## src/rtl/powlib_bus_pkg.sv

```systemverilog
// Shared constants and width helpers for the powlib bus lane blocks.
package powlib_bus_pkg;

    localparam int ARB_FIXED = 0;
    localparam int ARB_RR    = 1;

    // Window compares carry one extra bit so that a window may end exactly at 2**aw.
    function automatic int b_high(input int aw);
        return aw + 1;
    endfunction

endpackage

```

## src/rtl/powlib_busfifo.sv

```systemverilog
// Single-clock output FIFO for a bus lane, with a nearly-full flag taken from the registered fill.
module powlib_busfifo
    import powlib_bus_pkg::*;
#(
    parameter string ID     = "BUSFIFO",
    parameter int    S      = 0,
    parameter int    EASYNC = 0,
    parameter int    D      = 8,
    parameter int    NFS    = 2,
    parameter int    W      = 24
) (
    input  logic         clk,
    input  logic         rst,
    input  logic [W-1:0] wrdata,
    input  logic         wrvld,
    output logic [W-1:0] rddata,
    output logic         rdvld,
    input  logic         rdrdy,
    output logic         nf
);

    localparam int AW = $clog2(D);
    localparam int CW = $clog2(D + 1);

    if (S != 0 || EASYNC != 0 || D < 4 || NFS < 2 || NFS >= D) begin : g_bad_cfg
        $error("%s: unsupported FIFO configuration", ID);
    end

    logic [W-1:0]  mem [D];
    logic [AW-1:0] wr_ptr;
    logic [AW-1:0] rd_ptr;
    logic [CW-1:0] count;
    logic          full;
    logic          push;
    logic          pop;

    assign full   = (count == CW'(D));
    assign push   = wrvld && !full;
    assign pop    = rdvld && rdrdy;
    assign rdvld  = (count != '0);
    assign rddata = mem[rd_ptr];
    assign nf     = (count >= CW'(D - NFS));

    always_ff @(posedge clk or negedge rst) begin
        if (!rst) begin
            wr_ptr <= '0;
            rd_ptr <= '0;
            count  <= '0;
        end else begin
            if (push) begin
                wr_ptr <= (wr_ptr == AW'(D - 1)) ? '0 : wr_ptr + 1'b1;
            end
            if (pop) begin
                rd_ptr <= (rd_ptr == AW'(D - 1)) ? '0 : rd_ptr + 1'b1;
            end
            case ({push, pop})
                2'b10:   count <= count + 1'b1;
                2'b01:   count <= count - 1'b1;
                default: count <= count;
            endcase
        end
    end

    // Storage is deliberately left unreset; only the pointers and fill carry state.
    always_ff @(posedge clk) begin
        if (push) begin
            mem[wr_ptr] <= wrdata;
        end
    end

endmodule

```

## src/rtl/powlib_busarb_lane.sv

```systemverilog
// One crossbar output lane: window decode, fixed or round-robin arbitration,
// a two-stage register pipeline and an output FIFO providing backpressure.
module powlib_busarb_lane
    import powlib_bus_pkg::*;
#(
    parameter int              EAR    = 1,
    parameter string           ID     = "ARBLANE",
    parameter int              EDBG   = 0,
    parameter int              B_WRS  = 4,
    parameter int              B_AW   = 8,
    parameter int              B_DW   = 16,
    parameter logic [B_AW-1:0] B_BASE = '0,
    parameter int unsigned     B_SIZE = 2,
    parameter int              ARB    = ARB_RR,
    parameter int              D      = 8,
    parameter int              NFS    = 2
) (
    input  logic                    clk,
    input  logic                    rst,
    input  logic [B_WRS*B_DW-1:0]   wrdatas,
    input  logic [B_WRS*B_AW-1:0]   wraddrs,
    input  logic [B_WRS-1:0]        wrvlds,
    output logic [B_WRS-1:0]        wrrdys,
    output logic [B_DW-1:0]         rddata,
    output logic [B_AW-1:0]         rdaddr,
    output logic                    rdvld,
    input  logic                    rdrdy
);

    localparam int BH  = b_high(B_AW);
    localparam int PW  = (B_WRS > 1) ? $clog2(B_WRS) : 1;
    localparam int PW1 = PW + 1;

    localparam logic [BH-1:0] WIN_BASE = BH'(B_BASE);
    localparam logic [BH-1:0] WIN_END  = BH'(B_BASE) + BH'(B_SIZE);

    if (EAR != 1 || EDBG < 0 || EDBG > 1 || B_WRS < 1 || D < 4 || NFS < 2
        || (ARB != ARB_FIXED && ARB != ARB_RR)) begin : g_bad_cfg
        $error("%s: unsupported lane configuration", ID);
    end

    logic [B_WRS-1:0] hit;
    logic [B_WRS-1:0] rot;
    logic [B_WRS-1:0] grant;
    logic [BH-1:0]    addr_ext;
    logic [PW-1:0]    ptr;
    logic [PW-1:0]    gidx;
    logic [PW1-1:0]   gsum;
    logic             found;
    logic             nf;

    logic [B_AW-1:0]  sel_addr;
    logic [B_DW-1:0]  sel_data;
    logic             s1_vld;
    logic [B_AW-1:0]  s1_addr;
    logic [B_DW-1:0]  s1_data;
    logic             s2_vld;
    logic [B_AW-1:0]  s2_addr;
    logic [B_DW-1:0]  s2_data;

    always_comb begin
        hit      = '0;
        addr_ext = '0;
        for (int i = 0; i < B_WRS; i++) begin
            addr_ext = {1'b0, wraddrs[i*B_AW +: B_AW]};
            hit[i]   = wrvlds[i] && (addr_ext >= WIN_BASE) && (addr_ext < WIN_END);
        end
    end

    // Rotate the doubled hit vector so the search always starts at ptr; in fixed
    // priority mode ptr never leaves 0, which makes this a plain lowest-index search.
    always_comb begin
        grant = '0;
        gidx  = '0;
        gsum  = '0;
        found = 1'b0;
        rot   = B_WRS'({hit, hit} >> ptr);
        for (int k = 0; k < B_WRS; k++) begin
            if (!found && rot[k]) begin
                found = 1'b1;
                gsum  = {1'b0, ptr} + PW1'(k);
            end
        end
        gidx = (gsum >= PW1'(B_WRS)) ? PW'(gsum - PW1'(B_WRS)) : PW'(gsum);
        if (found && !nf && rst) begin
            grant[gidx] = 1'b1;
        end
    end

    assign wrrdys = grant;

    always_comb begin
        sel_addr = '0;
        sel_data = '0;
        for (int i = 0; i < B_WRS; i++) begin
            if (grant[i]) begin
                sel_addr = wraddrs[i*B_AW +: B_AW];
                sel_data = wrdatas[i*B_DW +: B_DW];
            end
        end
    end

    always_ff @(posedge clk or negedge rst) begin
        if (!rst) begin
            ptr    <= '0;
            s1_vld <= 1'b0;
            s2_vld <= 1'b0;
        end else begin
            if (ARB == ARB_RR && (|grant)) begin
                ptr <= (gidx == PW'(B_WRS - 1)) ? '0 : gidx + 1'b1;
            end
            s1_vld <= |grant;
            s2_vld <= s1_vld;
        end
    end

    always_ff @(posedge clk) begin
        s1_addr <= sel_addr;
        s1_data <= sel_data;
        s2_addr <= s1_addr;
        s2_data <= s1_data;
    end

    // The nearly-full margin absorbs the two words that may already be in s1/s2.
    powlib_busfifo #(
        .ID     ({ID, "_BUSFIFO"}),
        .S      (0),
        .EASYNC (0),
        .D      (D),
        .NFS    (NFS),
        .W      (B_AW + B_DW)
    ) u_fifo (
        .clk    (clk),
        .rst    (rst),
        .wrdata ({s2_addr, s2_data}),
        .wrvld  (s2_vld),
        .rddata ({rdaddr, rddata}),
        .rdvld  (rdvld),
        .rdrdy  (rdrdy),
        .nf     (nf)
    );

endmodule

```

## config.mk

```make
export PLATFORM = sky130hd
export DESIGN_NAME = powlib_busarb_lane
export DESIGN_NICKNAME = d
export VERILOG_FILES = /design/src/rtl/powlib_bus_pkg.sv /design/src/rtl/powlib_busfifo.sv /design/src/rtl/powlib_busarb_lane.sv
export SDC_FILE = /design/constraint.sdc
export NUM_CORES = 1
export LEC_CHECK = 0
export ABC_AREA = 1
export CAP_MARGIN = 20
export CORE_ASPECT_RATIO = 1.4
export CORE_MARGIN = 1.5
export CORE_UTILIZATION = 45
export CTS_CLUSTER_SIZE = 24
export DETAILED_ROUTE_END_ITERATION = 16
export PLACE_DENSITY = 0.69
export SYNTH_ARGS = -nofsm -noshare
export SYNTH_HDL_FRONTEND = slang
export SYNTH_SLANG_ARGS = --single-unit
export TNS_END_PERCENT = 10
```

## constraint.sdc

```tcl
create_clock -name clk -period 3.05 [get_ports clk]
set_input_delay 0.61 -clock clk [delete_from_list [all_inputs] [get_ports clk]]
set_output_delay 0.61 -clock clk [all_outputs]
set_load 0.05 [all_outputs]
```

### Word level (Yosys, flattened, before mapping)

Memory sizes are Yosys's and may differ from the RTL's.
Index checks and enable logic that the tools add are counted.

* order comparisons: 8
* multiplexer cells: 26
* shift-type cells: 1
* add/sub/neg operators: 9
* reduce and logical (&&, ||, !) cells: 20
* equality and inequality tests: 6

Operator list (number)
* 16-bit two-way mux: 4
* 8-bit by 2-bit < comparator with 1-bit output, second input constant: 4
* 8-bit two-way mux: 4
* 3-bit two-way mux: 5
* 1-bit logical AND: 12
* 4-bit one-hot mux with 2 select lines: 1
* 8-bit by 2-bit right shift with 4-bit output: 1
* 1-bit two-way mux: 7
* 2-bit by 2-bit adder with 3-bit output, second input constant: 2
* 3-bit by 1-bit adder with 3-bit output, second input constant: 2
* 3-bit equality test, second input constant: 2
* 2-bit two-way mux: 3
* 1-bit logical NOT: 5
* 4-bit by 1-bit adder with 4-bit output, second input constant: 1
* 2-bit equality test, second input constant: 2
* 4-bit equality test, second input constant: 1
* 4-bit by 3-bit greater-or-equal comparator with 1-bit output, second input constant: 1
* 4-bit two-way mux: 1
* 4-bit nonzero test: 1
* 4-bit OR reduction: 1
* 4-bit by 1-bit subtractor with 4-bit output, second input constant: 1
* 2-bit by 1-bit adder with 3-bit output, second input constant: 1
* 3-bit greater-or-equal comparator, second input constant: 1
* 2-bit by 3-bit < comparator with 1-bit output, second input constant: 1
* 6 further kinds: 6

* output and inout port bits: 29
* memories: 1
* word-level logic and storage cells: 81
* bits in writable memories: 192
* flip-flop bits (word level): 62
* input port bits: 103

Memory list
* u_fifo.mem: depth 8, bits a word 24, read ports 1, clocked after memory_dff 0, wr ports 1, RTL line powlib_busfifo.sv:29 `logic [W-1:0] mem [D];`

### Depth between registers and ports, before layout

Gate-level depths: netlist of the first run.

* depth in word-level cells: 24
* gate-level depth with buffers: 21
* mapped depth without buffers: 19

### Hierarchy

Synthesis of the first run repeated with hierarchy kept, for this count alone.

* cells, all modules: 1392
* area, all modules: 12069.1 um^2

By module, submodules not included
* powlib_busfifo: sequential area each 6015.8 um^2, cells each 917, area an instance 8933.6 um^2, times used 1
* powlib_busarb_lane: sequential area each 1061.0 um^2, cells each 475, area an instance 3135.5 um^2, times used 1

### Least setup slack after synthesis of the first run

No wires, ideal clock.

* path type: input port to output port
* from: input wraddrs[17]
* to: output wrrdys[1]
* arrival time: 3.229 ns
* path buffers: 3
* data required time: 2.440 ns
* setup slack: -0.789 ns
* cell stages on the path: 19
* path through: inv_1 -> nand2_1 -> nor2_2 -> nand3_2 -> nand2_1 -> nand2_2 -> nand2_4 -> inv_1 -> nand2_1 -> nor2_1 -> nor2_1 -> o22ai_1 -> inv_1 -> ha_1 -> clkbuf_1 -> clkbuf_1 -> clkbuf_1 -> inv_1 -> nor2_1

* cells in the longest elaborated chain, start to end: 20
* elaborated cells on any way between the ends: 28
* classes of those cells: add/sub (1); order compare (4); shift (1); mux (12); reduce/logical (10)

RTL lines
* start: declaration: RTL line powlib_busarb_lane.sv:21 `input logic [B_WRS*B_AW-1:0] wraddrs,`
* 8-bit by 2-bit < comparator with 1-bit output (*): RTL line powlib_busarb_lane.sv:66 `hit[i] = wrvlds[i] && (addr_ext >= WIN_BASE) && (addr_ext < WIN_END);`
* 1-bit logical AND (*): RTL line powlib_busarb_lane.sv:66
* 8-bit by 2-bit right shift with 4-bit output (*): RTL line powlib_busarb_lane.sv:77 `rot = B_WRS'({hit, hit} >> ptr);`
* 1-bit two-way mux: RTL line powlib_busarb_lane.sv:79 `if (!found && rot[k]) begin`
* 1-bit logical NOT: RTL line powlib_busarb_lane.sv:79
* 1-bit logical AND: RTL line powlib_busarb_lane.sv:79
* 1-bit two-way mux: RTL line powlib_busarb_lane.sv:79
* 1-bit logical NOT: RTL line powlib_busarb_lane.sv:79
* [... 4 more ...]
* 3-bit two-way mux: RTL line powlib_busarb_lane.sv:79
* 3-bit greater-or-equal comparator / 2-bit by 1-bit subtractor with 2-bit output (equally long branches): RTL line powlib_busarb_lane.sv:84 `gidx = (gsum >= PW1'(B_WRS)) ? PW'(gsum - PW1'(B_WRS)) : PW'(gsum);`
* 2-bit two-way mux: RTL line powlib_busarb_lane.sv:84
* 2-bit by 3-bit < comparator with 1-bit output (not written as such) / 2-bit by 1-bit greater-or-equal comparator with 1-bit output (equally long branches): RTL line powlib_busarb_lane.sv:86 `grant[gidx] = 1'b1;`
* 1-bit logical AND (not written as such): RTL line powlib_busarb_lane.sv:86
* 1-bit two-way mux (not written as such): RTL line powlib_busarb_lane.sv:86
* 1-bit demux with 2-bit select: RTL line powlib_busarb_lane.sv:86
* 4-bit two-way mux (*): RTL line powlib_busarb_lane.sv:85 `if (found && !nf && rst) begin`
* end: declaration: RTL line powlib_busarb_lane.sv:23 `output logic [B_WRS-1:0] wrrdys,`

Mark *: on every way between the ends. The rest lies on a longest branch, timed or not.

### Worst setup path in the final report of the first run

* from: input wrvlds[0]
* to: output wrrdys[2]

* cells in the longest elaborated chain, start to end: 19
* elaborated cells on any way between the ends: 27
* classes of those cells: add/sub (1); order compare (3); shift (1); mux (12); reduce/logical (10)

RTL lines
* start: declaration: RTL line powlib_busarb_lane.sv:22 `input logic [B_WRS-1:0] wrvlds,`
* 1-bit logical AND (*): RTL line powlib_busarb_lane.sv:66
* 8-bit by 2-bit right shift with 4-bit output (*): RTL line powlib_busarb_lane.sv:77
* 1-bit two-way mux: RTL line powlib_busarb_lane.sv:79
* 1-bit logical NOT: RTL line powlib_busarb_lane.sv:79
* 1-bit logical AND: RTL line powlib_busarb_lane.sv:79
* 1-bit two-way mux: RTL line powlib_busarb_lane.sv:79
* 1-bit logical NOT: RTL line powlib_busarb_lane.sv:79
* 1-bit logical AND: RTL line powlib_busarb_lane.sv:79
* [... 3 more ...]
* 3-bit two-way mux: RTL line powlib_busarb_lane.sv:79
* 3-bit greater-or-equal comparator / 2-bit by 1-bit subtractor with 2-bit output (equally long branches): RTL line powlib_busarb_lane.sv:84
* 2-bit two-way mux: RTL line powlib_busarb_lane.sv:84
* 2-bit by 3-bit < comparator with 1-bit output (not written as such) / 2-bit by 1-bit greater-or-equal comparator with 1-bit output (equally long branches): RTL line powlib_busarb_lane.sv:86
* 1-bit logical AND (not written as such): RTL line powlib_busarb_lane.sv:86
* 1-bit two-way mux (not written as such): RTL line powlib_busarb_lane.sv:86
* 1-bit demux with 2-bit select: RTL line powlib_busarb_lane.sv:86
* 4-bit two-way mux (*): RTL line powlib_busarb_lane.sv:85

Marks and branches as above.

==> reports/summary.txt, run 1 <==
outcome -> complete, but fails checks
failing checks -> setup timing
pin count of the biggest net entering global routing -> 70
share of cells above drive strength 1 -> 28.1%
Yosys top cell by area -> sky130_fd_sc_hd__edfxtp_1
Worst Clk Skew -> 0.0109 ns
net count reported at finish -> 1511
wire length per cell -> 19.1 um
type of the most critical hold path -> flop to flop
unrepaired setup endpoints after global routing -> yes
DRC viols -> 0
required time at the worst-slack endpoint -> 2.44 ns
Design Power -> 13.7 mW
root buffer cell -> sky130_fd_sc_hd__clkbuf_16
count of fill cells added during filler insertion -> 1695
setup violators final -> 10
Worst Setup Start Kind -> input port
worst hold slack across all endpoints -> 0.327 ns
leakage power -> 6.44 nW
crit path setup slack, layout -> -0.382 ns
most frequent cells in the layout -> sky130_fd_sc_hd__nor2_1, sky130_fd_sc_hd__edfxtp_1, sky130_fd_sc_hd__buf_4
buffers plus inverters on the worst setup path -> 5
number of port buffers -> 131
CTS sink cnt -> 254
Num CTS Buffers -> 21
flops & latches, synth -> 254
Worst Tran Pin Value -> 0.550 ns
main combinational cell family by area after synthesis -> simple AND/OR/NAND/NOR gates
top fanout value on the critical path -> 3
number of unique standard cell types used by synthesis -> 38
max incr delay on CP -> 0.20 ns
area of the multi-input gates -> 3600 um^2
fraction of synthesis flops using an asynchronous set or reset pin -> 5.51%
starting density of the core -> 46.1%
die span in y -> 189 um
clock insertion delay at the later pin of the skew report -> 0.49 ns
largest voltage drop on the vdd net -> 659 uV
Via Count -> 9499
compound-cell area share of the yosys netlist -> 7.84%
via count of the first global-routing pass -> 9240
top-level I/O count -> 132
number of DRC markers in iteration 0 -> 791
max-cap violation count -> 0
Synth area leaders -> sky130_fd_sc_hd__edfxtp_1, sky130_fd_sc_hd__dfxtp_1, sky130_fd_sc_hd__nor2_1, sky130_fd_sc_hd__nand2_1, sky130_fd_sc_hd__o21ai_0
Cell Pwr Density -> 891 nW/um^2
Antenna Diode Count -> 0
post-synthesis instance total -> 1100
final max-slew violation count -> 0
wire length of the first global-routing pass -> 48700 um
area enclosed by the die boundary -> 25600 um^2
critical-path cell list -> clkdlybuf4s15_1, nand2_1, nor2_1, buf_4, nand3_4, nand2_2, nand2_2, nand2_4, nor2_8, nand3b_1, o31ai_2, o22ai_2, buf_6, ha_4, nand3_4, clkinvlp_4, buf_12
gate family responsible for the most delay along the worst path -> simple AND/OR/NAND/NOR gates
simple-gate area share of the yosys netlist -> 19.7%
post-route clock period utilization -> 113%
GRT Overall Usage -> 24.7%
mux contribution to synthesized area -> 0%
post-synthesis adder-cell area fraction -> 1.42%
TritonCTS clock tree -> built
gpl congestion -> 0.899
aggregate routed wire length -> 32900 um
part of the Yosys area used for sequential elements -> 63.8%
kind of end point of the critical path -> output pin
total count of hold-check failures in the final report -> 0
most common library cell in the layout ignoring fill and taps -> sky130_fd_sc_hd__nor2_1
Total Negative Setup Slacks -> -1.99 ns
placeable core region -> 24100 um^2
WP data arrival -> 2.82 ns
first drt pass iteration count -> 6
synth-to-layout area growth -> 39.0%
Max stage delay cell, worst path -> sky130_fd_sc_hd__buf_4
quantity of hold-fixing buffers added after cts -> 0
count of flip-flops with a built-in enable after synthesis -> 192
dpl hpwl -> 16300 um
Antenna Violating Nets Remaining -> 0
top-area cell type share of the netlist area -> 52.0%
row count -> 67
die width -> 136 um
post-synthesis share of cell area spent on xor and xnor gates -> 0.316%
Yosys warning count -> 0
mean cell area of the mapped netlist -> 10.1 um^2
Sequential cell area -> 7080 um^2
Min Clock Period, post-route -> 3.43 ns
initial antenna violation count -> 0
FMAX -> 0.291 GHz
clock transition time at the flip-flop clock pins of the worst setup and hold paths -> 0.06 ns
post-DR vias/cell -> 5.52
Synthesized Nets -> 1215
worst-case clock buffer depth -> 3
H-tree levels -> 1
area of the mapped netlist -> 11100 um^2
kind of critical path -> input port to output pin
Most used DFF post-synth -> sky130_fd_sc_hd__edfxtp_1
max-slew headroom at the worst pin -> 63.3%
final global-route overflow total -> 0
## stage by stage
| step | area (um^2) | util [%] | setup slack [ns] | instances |
|---|---|---|---|---|
| global route | 15400 | 64.1 | -0.438 | 1720 |
| detailed placement | 13400 | 55.5 | -0.455 | 1539 |
| global placement | 13400 | 55.5 | -0.426 | 1539 |
| floorplan | 11100 | - | -0.0671 | 1100 |
| CTS | 15100 | 62.9 | -0.132 | 1707 |
| finish | 15400 | 64.1 | -0.382 | 1720 |
## report_power, final
part           switching (mW)  internal [mW]
clock network            1.16           1.41
registers               0.269           4.15
logic                    4.13           2.63
total                    5.56           8.18
## repair_timing
action                     CTS  global route
setup endpoints to repair    4            14
cloned                       0             0
pin swaps                   42            45
buffers inserted           131            14
resized for setup          109            87
## kinds of logic after synthesis
| group | Yosys count |
|---|---|
| fa+ha+maj | 12 |
| compound gates | 158 |
| buf+inv | 180 |
| xor+xnor | 4 |
| simple gates | 492 |
| flops | 254 |
## worst paths after layout
check,start,to,slack (ns),cells past startpoint
min reg2reg,s1_addr[4],s2_addr[4],0.33,0
max,wrvlds[0],wrrdys[2],-0.38,17
min in group asynchronous,rst,u_fifo.count[0],0.47,2
max in group asynchronous,rst,ptr[0],2.39,2
min,s1_addr[4],s2_addr[4],0.33,0
max reg2reg,ptr[0],s1_data[1],0.06,16
## cell type report
class | count | area share [%]
Clock buffer | 27 | 3.62
Clock inverter | 10 | 0.641
Inverter | 109 | 2.73
Multi-Input combinational cell | 666 | 23.3
Sequential cell | 254 | 45.9
Tap cell | 310 | 2.51
Timing Repair Buffer | 344 | 21.3
## Yosys cell counts (2+ instances only)
cell and n:
sky130_fd_sc_hd__and2_1 2, sky130_fd_sc_hd__ha_1 11, sky130_fd_sc_hd__xor2_1 3, sky130_fd_sc_hd__nor2_2 4, sky130_fd_sc_hd__dfxtp_1 48, sky130_fd_sc_hd__nand3_1 39
sky130_fd_sc_hd__edfxtp_1 192, sky130_fd_sc_hd__buf_1 4, sky130_fd_sc_hd__nor2_1 214, sky130_fd_sc_hd__nand4_1 74, sky130_fd_sc_hd__inv_2 10, sky130_fd_sc_hd__o22ai_1 26
sky130_fd_sc_hd__nand2_2 3, sky130_fd_sc_hd__inv_1 98, sky130_fd_sc_hd__dfrtp_1 14, sky130_fd_sc_hd__a31oi_1 24, sky130_fd_sc_hd__buf_4 3, sky130_fd_sc_hd__clkbuf_1 44
sky130_fd_sc_hd__nand3_2 2, sky130_fd_sc_hd__nand3_4 3, sky130_fd_sc_hd__o21ai_0 102, sky130_fd_sc_hd__buf_2 12, sky130_fd_sc_hd__buf_6 7, sky130_fd_sc_hd__nand2_1 147
## flip-flops by register name (all words and copies together), names as in the netlist
| register | count |
|---|---|
| ptr | 2 |
| s1_addr | 8 |
| s1_data | 16 |
| s1_vld | 1 |
| s2_addr | 8 |
| s2_data | 16 |
| s2_vld | 1 |
| u_fifo.count | 4 |
| u_fifo.mem | 192 |
| u_fifo.rd_ptr | 3 |
| u_fifo.wr_ptr | 3 |
## metal layers
layer / share of wire, % / GRT usage [%] / vias up
met4: 6.0 / 14.2 / 0
met2: 50 / 42.3 / 519
met3: 7.5 / 4.87 / 159
met1: 36 / 28.5 / 4470
met5: 0 / 0 / -
li1: - / - / 4351
Power figures use the tool's default switching activity.
==> inputs of run 2 (changes only) <==
CTS_CLUSTER_SIZE = 40   (was 24)
==> reports/summary.txt, run 2 (synthesis gave the netlist of run 1 again) <==
outcome -> complete, but fails checks
failing checks -> setup timing
final max-slew violation count -> 0 (unchanged)
Switching Fraction -> 39.6% (-0.81 points)
hold path startpoint -> s1_data[4]
die span in y -> 189 um (unchanged)
via count of the first global-routing pass -> 9173 (-0.73%)
final global-route overflow total -> 0 (unchanged)
Antenna Diode Count -> 0 (unchanged)
root buffer cell -> sky130_fd_sc_hd__clkbuf_16
total stage count of the critical path -> 18 (+1)
clock transition time at the flip-flop clock pins of the worst setup and hold paths -> 0.07 ns (about the same)
Worst Tran Pin Value -> 0.540 ns (-0.00994 ns)
cell depth of the worst min-delay path -> 0 (unchanged)
worst reg-to-reg setup slack -> 0.06 ns (about the same)
clock insertion delay at the later pin of the skew report -> 0.50 ns (about the same)
Min Clock Period, post-route -> 3.46 ns (+0.0243 ns)
kind of critical path -> input port to output pin
Total Negative Setup Slacks -> -2.46 ns (-0.469 ns)
Via Count -> 9175 (-3.4%)
worst-case clock buffer depth -> 3 (unchanged)
pin count of the biggest net entering global routing -> 70 (unchanged)
gpl congestion -> 0.899 (unchanged)
Worst Clk Skew -> 0.0138 ns (+0.00289 ns)
initial antenna violation count -> 0 (unchanged)
placeable core region -> 24100 um^2 (unchanged)
Post-Layout Inst Area -> 15400 um^2 (-0.31%)
dpl hpwl -> 16300 um (unchanged)
buffers plus inverters on the worst setup path -> 6 (+1)
DRC viols -> 0 (unchanged)
design internal power -> 8.45 mW (+3.3%)
TritonCTS clock tree -> built
R2R depth -> 18 (+2)
Cell Pwr Density -> 911 nW/um^2 (+2.2%)
max-slew headroom at the worst pin -> 63.8% (+0.53 points)
worst r2r dst -> s1_addr[1]
Num CTS Buffers -> 22 (+4.8%)
wire length per cell -> 18.4 um (-3.4%)
Largest register FFs -> 192 (unchanged)
most frequent cells in the layout -> sky130_fd_sc_hd__nor2_1, sky130_fd_sc_hd__edfxtp_1, sky130_fd_sc_hd__buf_4
top-level I/O count -> 132 (unchanged)
max incr delay on CP -> 0.19 ns (about the same)
required time at the worst-slack endpoint -> 2.44 ns (about the same)
area enclosed by the die boundary -> 25600 um^2 (unchanged)
setup violators final -> 10 (unchanged)
WP data arrival -> 2.85 ns (+0.03 ns)
top fanout value on the critical path -> 4 (+1)
Hold EP -> s2_data[4]
post-route clock period utilization -> 113% (+0.80 points)
die width -> 136 um (unchanged)
synth-to-layout area growth -> 38.6%
number of port buffers -> 131 (unchanged)
FMAX -> 0.289 GHz (-0.70%)
worst hold slack across all endpoints -> 0.325 ns (-0.00217 ns)
net switching component of the power -> 5.55 mW (-0.12%)
first drt pass iteration count -> 5 (-1)
H-tree levels -> 1 (unchanged)
wire length of the first global-routing pass -> 48500 um (-0.25%)
aggregate routed wire length -> 31500 um (-4.0%)
CTS sink cnt -> 254 (unchanged)
row count -> 67 (unchanged)
share of cells above drive strength 1 -> 26.5% (-1.6 points)
largest voltage drop on the vdd net -> 655 uV (-0.66%)
Antenna Violating Nets Remaining -> 0 (unchanged)
post-DR vias/cell -> 5.37 (-2.8%)
part of the total power dissipated in the clock network -> 20.5% (+1.8 points)
unrepaired setup endpoints after global routing -> yes
critical-path cell list -> clkdlybuf4s15_1, inv_2, nand2_1, nor2_1, buf_4, nand3_4, nand2_2, nand2_2, nand2_4, nor2_8, nand3b_1, nand3_1, nand2_2, buf_4, ha_4, inv_2, nor2_4, buf_12
starting density of the core -> 46.1% (unchanged)
leakage power -> 6.40 nW (-0.64%)
share of power burned in registers -> 31.5% (-0.7 points)
max-cap violation count -> 0 (unchanged)
CP most frequent cell -> sky130_fd_sc_hd__nand2_2
net count reported at finish -> 1499 (-0.79%)
dpl cell area -> 13400 um^2 (unchanged)
total count of hold-check failures in the final report -> 0 (unchanged)
GRT Overall Usage -> 24.6% (-0.098 points)
kind of end point of the critical path -> output pin
gate family responsible for the most delay along the worst path -> simple AND/OR/NAND/NOR gates
crit path setup slack, layout -> -0.407 ns (-0.0243 ns)
register name with the most flops -> u_fifo.mem
type of the most critical hold path -> flop to flop
portion of total power attributed to combinational logic -> 48.0% (-1.2 points)
Max stage delay cell, worst path -> sky130_fd_sc_hd__buf_4
count of fill cells added during filler insertion -> 1710 (+0.88%)
top flop regs -> u_fifo.mem x192, s1_data x16, s2_data x16
most common library cell in the layout ignoring fill and taps -> sky130_fd_sc_hd__nor2_1
R2R Path Start -> ptr[0]
number of DRC markers in iteration 0 -> 737 (-6.8%)
Worst Setup Start Kind -> input port
## run 2: worst reg2reg max path, cell delays in order, from the launching register on
cell and delay (ns):
sky130_fd_sc_hd__dfrtp_2 0.45, sky130_fd_sc_hd__buf_12 0.15, sky130_fd_sc_hd__nand3_2 0.09, sky130_fd_sc_hd__nand2_2 0.09
sky130_fd_sc_hd__nand2_2 0.11, sky130_fd_sc_hd__nand2_4 0.09, sky130_fd_sc_hd__nor2_8 0.11, sky130_fd_sc_hd__nand3b_1 0.17
sky130_fd_sc_hd__buf_4 0.19, sky130_fd_sc_hd__o22ai_4 0.18, sky130_fd_sc_hd__buf_6 0.15, sky130_fd_sc_hd__ha_4 0.14
sky130_fd_sc_hd__buf_4 0.10, sky130_fd_sc_hd__buf_4 0.29, sky130_fd_sc_hd__nand4_1 0.17, sky130_fd_sc_hd__nand2_1 0.09
sky130_fd_sc_hd__inv_1 0.08, sky130_fd_sc_hd__nand2_1 0.12, sky130_fd_sc_hd__nand2_1 0.10
## run 2: metal layers
layer | vias to the layer above | track usage (%) | routed length [um]
met2 | 429 | 43.0 | 16000
li1 | 4327 | - | -
met3 | 116 | 5.30 | 2170
met1 | 4303 | 27.8 | 11600
met4 | 0 | 13.1 | 1710
met5 | - | 0 | 0
## run 2: layout make-up
type | count | area (um^2) | share of cell area (%)
Multi-Input combinational cell | 666 | 3550 | 23.1
Clock inverter | 14 | 168 | 1.09
Tap cell | 310 | 388 | 2.52
Clock buffer | 26 | 597 | 3.88
Inverter | 109 | 420 | 2.73
Sequential cell | 254 | 7080 | 46.0
Timing Repair Buffer | 331 | 3180 | 20.7
## run 2: worst max path at each step
| stage | from | end | slack (ns) |
|---|---|---|---|
| after floorplan | wraddrs[19] | wrrdys[1] | -0.07 |
| after global placement | wraddrs[1] | wrrdys[1] | -0.43 |
| after detailed placement | wraddrs[27] | wrrdys[1] | -0.45 |
| after CTS | ptr[0] | wrrdys[2] | -0.14 |
| after global routing | wraddrs[3] | wrrdys[2] | -0.47 |
| final | wraddrs[1] | wrrdys[0] | -0.41 |
## run 2: what timing repair did
action | 4_1_cts | 5_1_grt
hold buffers | 0 | 0
resized for setup | 95 | 45
setup buffers | 127 | 5
endpoints found under the setup margin | 4 | 32
pin swaps | 37 | 20
## run 2: power by group through the flow
| stage | clock (mW) | sequential, mW | combinational [mW] |
|---|---|---|---|
| floorplan | 0 | 4.37 | 3.88 |
| global placement | 0 | 4.47 | 6.15 |
| detailed placement | 0 | 4.48 | 6.21 |
| CTS | 2.90 | 4.41 | 6.43 |
| global route | 3.03 | 4.45 | 7.16 |
| finish | 2.87 | 4.41 | 6.73 |
## run 2: through the flow
stage               power (mW)  util (%)  setup WS, ns  cells
CTS                       13.7      63.2        -0.144   1706
finish                    14.0      63.9        -0.407   1710
global route              14.6      63.9        -0.472   1710
global placement          10.6      55.5        -0.426   1539
floorplan                 8.25         -       -0.0671   1100
detailed placement        10.7      55.5        -0.455   1539
==> inputs of run 3 (changes only) <==
CORE_MARGIN = 2   (was 1.5)
==> reports/summary.txt, run 3 (synthesis gave the netlist of run 1 again) <==
outcome -> complete, but fails checks
failing checks -> setup timing
clock insertion delay at the later pin of the skew report -> 0.49 ns (about the same)
initial antenna violation count -> 1 (+1)
register name with the most flops -> u_fifo.mem
net count reported at finish -> 1490 (-0.60%)
unrepaired setup endpoints after global routing -> yes
post-DR vias/cell -> 5.41 (+0.82%)
row count -> 68 (+1.5%)
leakage power -> 6.32 nW (-1.2%)
die span in y -> 190 um (+0.53%)
first drt pass iteration count -> 5 (unchanged)
type of the most critical hold path -> flop to flop
Cell Pwr Density -> 897 nW/um^2 (-1.5%)
via count of the first global-routing pass -> 9285 (+1.2%)
Antenna Violating Nets Remaining -> 0 (unchanged)
number of DRC markers in iteration 0 -> 742 (+0.68%)
kind of end point of the critical path -> output pin
dpl hpwl -> 17000 um (+4.4%)
top fanout value on the critical path -> 3 (-1)
pin count of the biggest net entering global routing -> 75 (+7.1%)
H-tree levels -> 1 (unchanged)
FMAX -> 0.292 GHz (+1.1%)
dpl cell area -> 13400 um^2 (+0.55%)
area enclosed by the die boundary -> 25900 um^2 (+1.3%)
most common library cell in the layout ignoring fill and taps -> sky130_fd_sc_hd__nor2_1
starting density of the core -> 45.4% (-0.68 points)
root buffer cell -> sky130_fd_sc_hd__clkbuf_16
die width -> 137 um (+0.74%)
crit path setup slack, layout -> -0.369 ns (+0.0378 ns)
max-cap violation count -> 0 (unchanged)
setup violators final -> 9 (-1)
largest voltage drop on the vdd net -> 803 uV (+23%)
placeable core region -> 24400 um^2 (+1.5%)
top-level I/O count -> 132 (unchanged)
Post-Layout Inst Area -> 15200 um^2 (-1.0%)
required time at the worst-slack endpoint -> 2.44 ns (about the same)
final global-route overflow total -> 0 (unchanged)
Via Count -> 9223 (+0.52%)
Worst Setup Start Kind -> input port
wire length per cell -> 18.4 um (about the same)
count of fill cells added during filler insertion -> 1769 (+3.5%)
Sequential cell area -> 7080 um^2 (unchanged)
post-place setup slack -> -0.545 ns (-0.0901 ns)
number of port buffers -> 131 (unchanged)
CTS sink cnt -> 254 (unchanged)
Min Clock Period, post-route -> 3.42 ns (-0.0378 ns)
most frequent cells in the layout -> sky130_fd_sc_hd__nor2_1, sky130_fd_sc_hd__edfxtp_1, sky130_fd_sc_hd__buf_4
top flop regs -> u_fifo.mem x192, s1_data x16, s2_data x16
Worst Clk Skew -> 0.00658 ns (-0.00720 ns)
Largest register FFs -> 192 (unchanged)
aggregate routed wire length -> 31400 um (-0.31%)
kind of critical path -> input port to output pin
Num CTS Buffers -> 21 (-4.5%)
wire length of the first global-routing pass -> 48600 um (+0.21%)
total count of hold-check failures in the final report -> 0 (unchanged)
final max-slew violation count -> 0 (unchanged)
Worst Tran Pin Value -> 0.633 ns (+0.0926 ns)
gpl congestion -> 0.841 (-6.4%)
synth-to-layout area growth -> 37.2%
max-slew headroom at the worst pin -> 57.8% (-6.1 points)
WP data arrival -> 2.81 ns (-0.04 ns)
GRT Overall Usage -> 24.2% (-0.46 points)
post-route clock period utilization -> 112% (-1.2 points)
area of the multi-input gates -> 3520 um^2 (-0.78%)
DRC viols -> 0 (unchanged)
clock transition time at the flip-flop clock pins of the worst setup and hold paths -> 0.06 ns (about the same)
TritonCTS clock tree -> built
share of cells above drive strength 1 -> 26.6% (+0.14 points)
worst-case clock buffer depth -> 3 (unchanged)
[run 3: per-stage QoR]
step | util [%] | cells | setup TNS, ns | power (mW) | hold WS, ns
after global placement | 55.0 | 1548 | -11.54 | 10.7 | 0.311
final | 62.3 | 1705 | -1.82 | 13.6 | 0.327
after global routing | 62.3 | 1705 | -2.42 | 14.3 | 0.332
after detailed placement | 55.0 | 1548 | -12.38 | 10.8 | 0.312
after floorplan | - | 1100 | -0.104 | 8.25 | 0.310
after CTS | 61.8 | 1698 | -0.431 | 13.5 | 0.328
[run 3: report_power, final]
part / switching, mW / internal [mW] / total (mW)
registers: 0.270 / 4.15 / 4.42
logic: 4.05 / 2.61 / 6.65
clock network: 1.12 / 1.45 / 2.57
total: 5.44 / 8.21 / 13.6
[run 3: metal layers]
layer / up-vias / routed length (um) / GRT usage [%]
li1: 4305 / - / -
met5: - / 0 / 0
met1: 4367 / 11700 / 29.0
met2: 431 / 15800 / 41.9
met3: 120 / 2160 / 3.25
met4: 0 / 1790 / 12.5
[run 3: repair_timing]
| action | in CTS | in global routing |
|---|---|---|
| endpoints found under the setup margin | 4 | 10 |
| hold buffers | 0 | 0 |
| resized for setup | 108 | 50 |
| setup buffers | 113 | 6 |
| pin swaps | 41 | 32 |
[run 3: critical path: stages]
cell	delay, ns
sky130_fd_sc_hd__clkdlybuf4s15_1	0.19
sky130_fd_sc_hd__inv_2	0.10
sky130_fd_sc_hd__nand2_4	0.09
sky130_fd_sc_hd__nor2_4	0.16
sky130_fd_sc_hd__nand3_2	0.12
sky130_fd_sc_hd__nand2_2	0.13
sky130_fd_sc_hd__buf_6	0.11
sky130_fd_sc_hd__o21ai_4	0.05
sky130_fd_sc_hd__nand3b_1	0.25
sky130_fd_sc_hd__o31ai_2	0.12
sky130_fd_sc_hd__o22ai_2	0.15
sky130_fd_sc_hd__inv_2	0.19
sky130_fd_sc_hd__ha_4	0.19
sky130_fd_sc_hd__inv_4	0.04
sky130_fd_sc_hd__nor2_4	0.14
sky130_fd_sc_hd__buf_12	0.16
[run 3: layout make-up]
type | instances | area share [%]
clock inverter | 7 | 0.263
clock buffer | 30 | 4.15
multi-input combinational | 666 | 23.1
inverter | 109 | 2.76
timing repair buffer | 323 | 20.6
antenna | 1 | 0.0164
tap | 315 | 2.59
sequential | 254 | 46.5
[run 3: path summary, 6_finish.rpt]
check | from | to | slack, ns | cells after the start
hold reg to reg | s1_addr[0] | s2_addr[0] | 0.33 | 0
setup / recovery | wraddrs[19] | wrrdys[1] | -0.37 | 16
min in group asynchronous | rst | u_fifo.count[0] | 0.47 | 2
setup reg to reg | ptr[0] | s1_data[13] | 0.14 | 17
hold / removal | s1_addr[0] | s2_addr[0] | 0.33 | 0
max in group asynchronous | rst | ptr[0] | 2.39 | 2
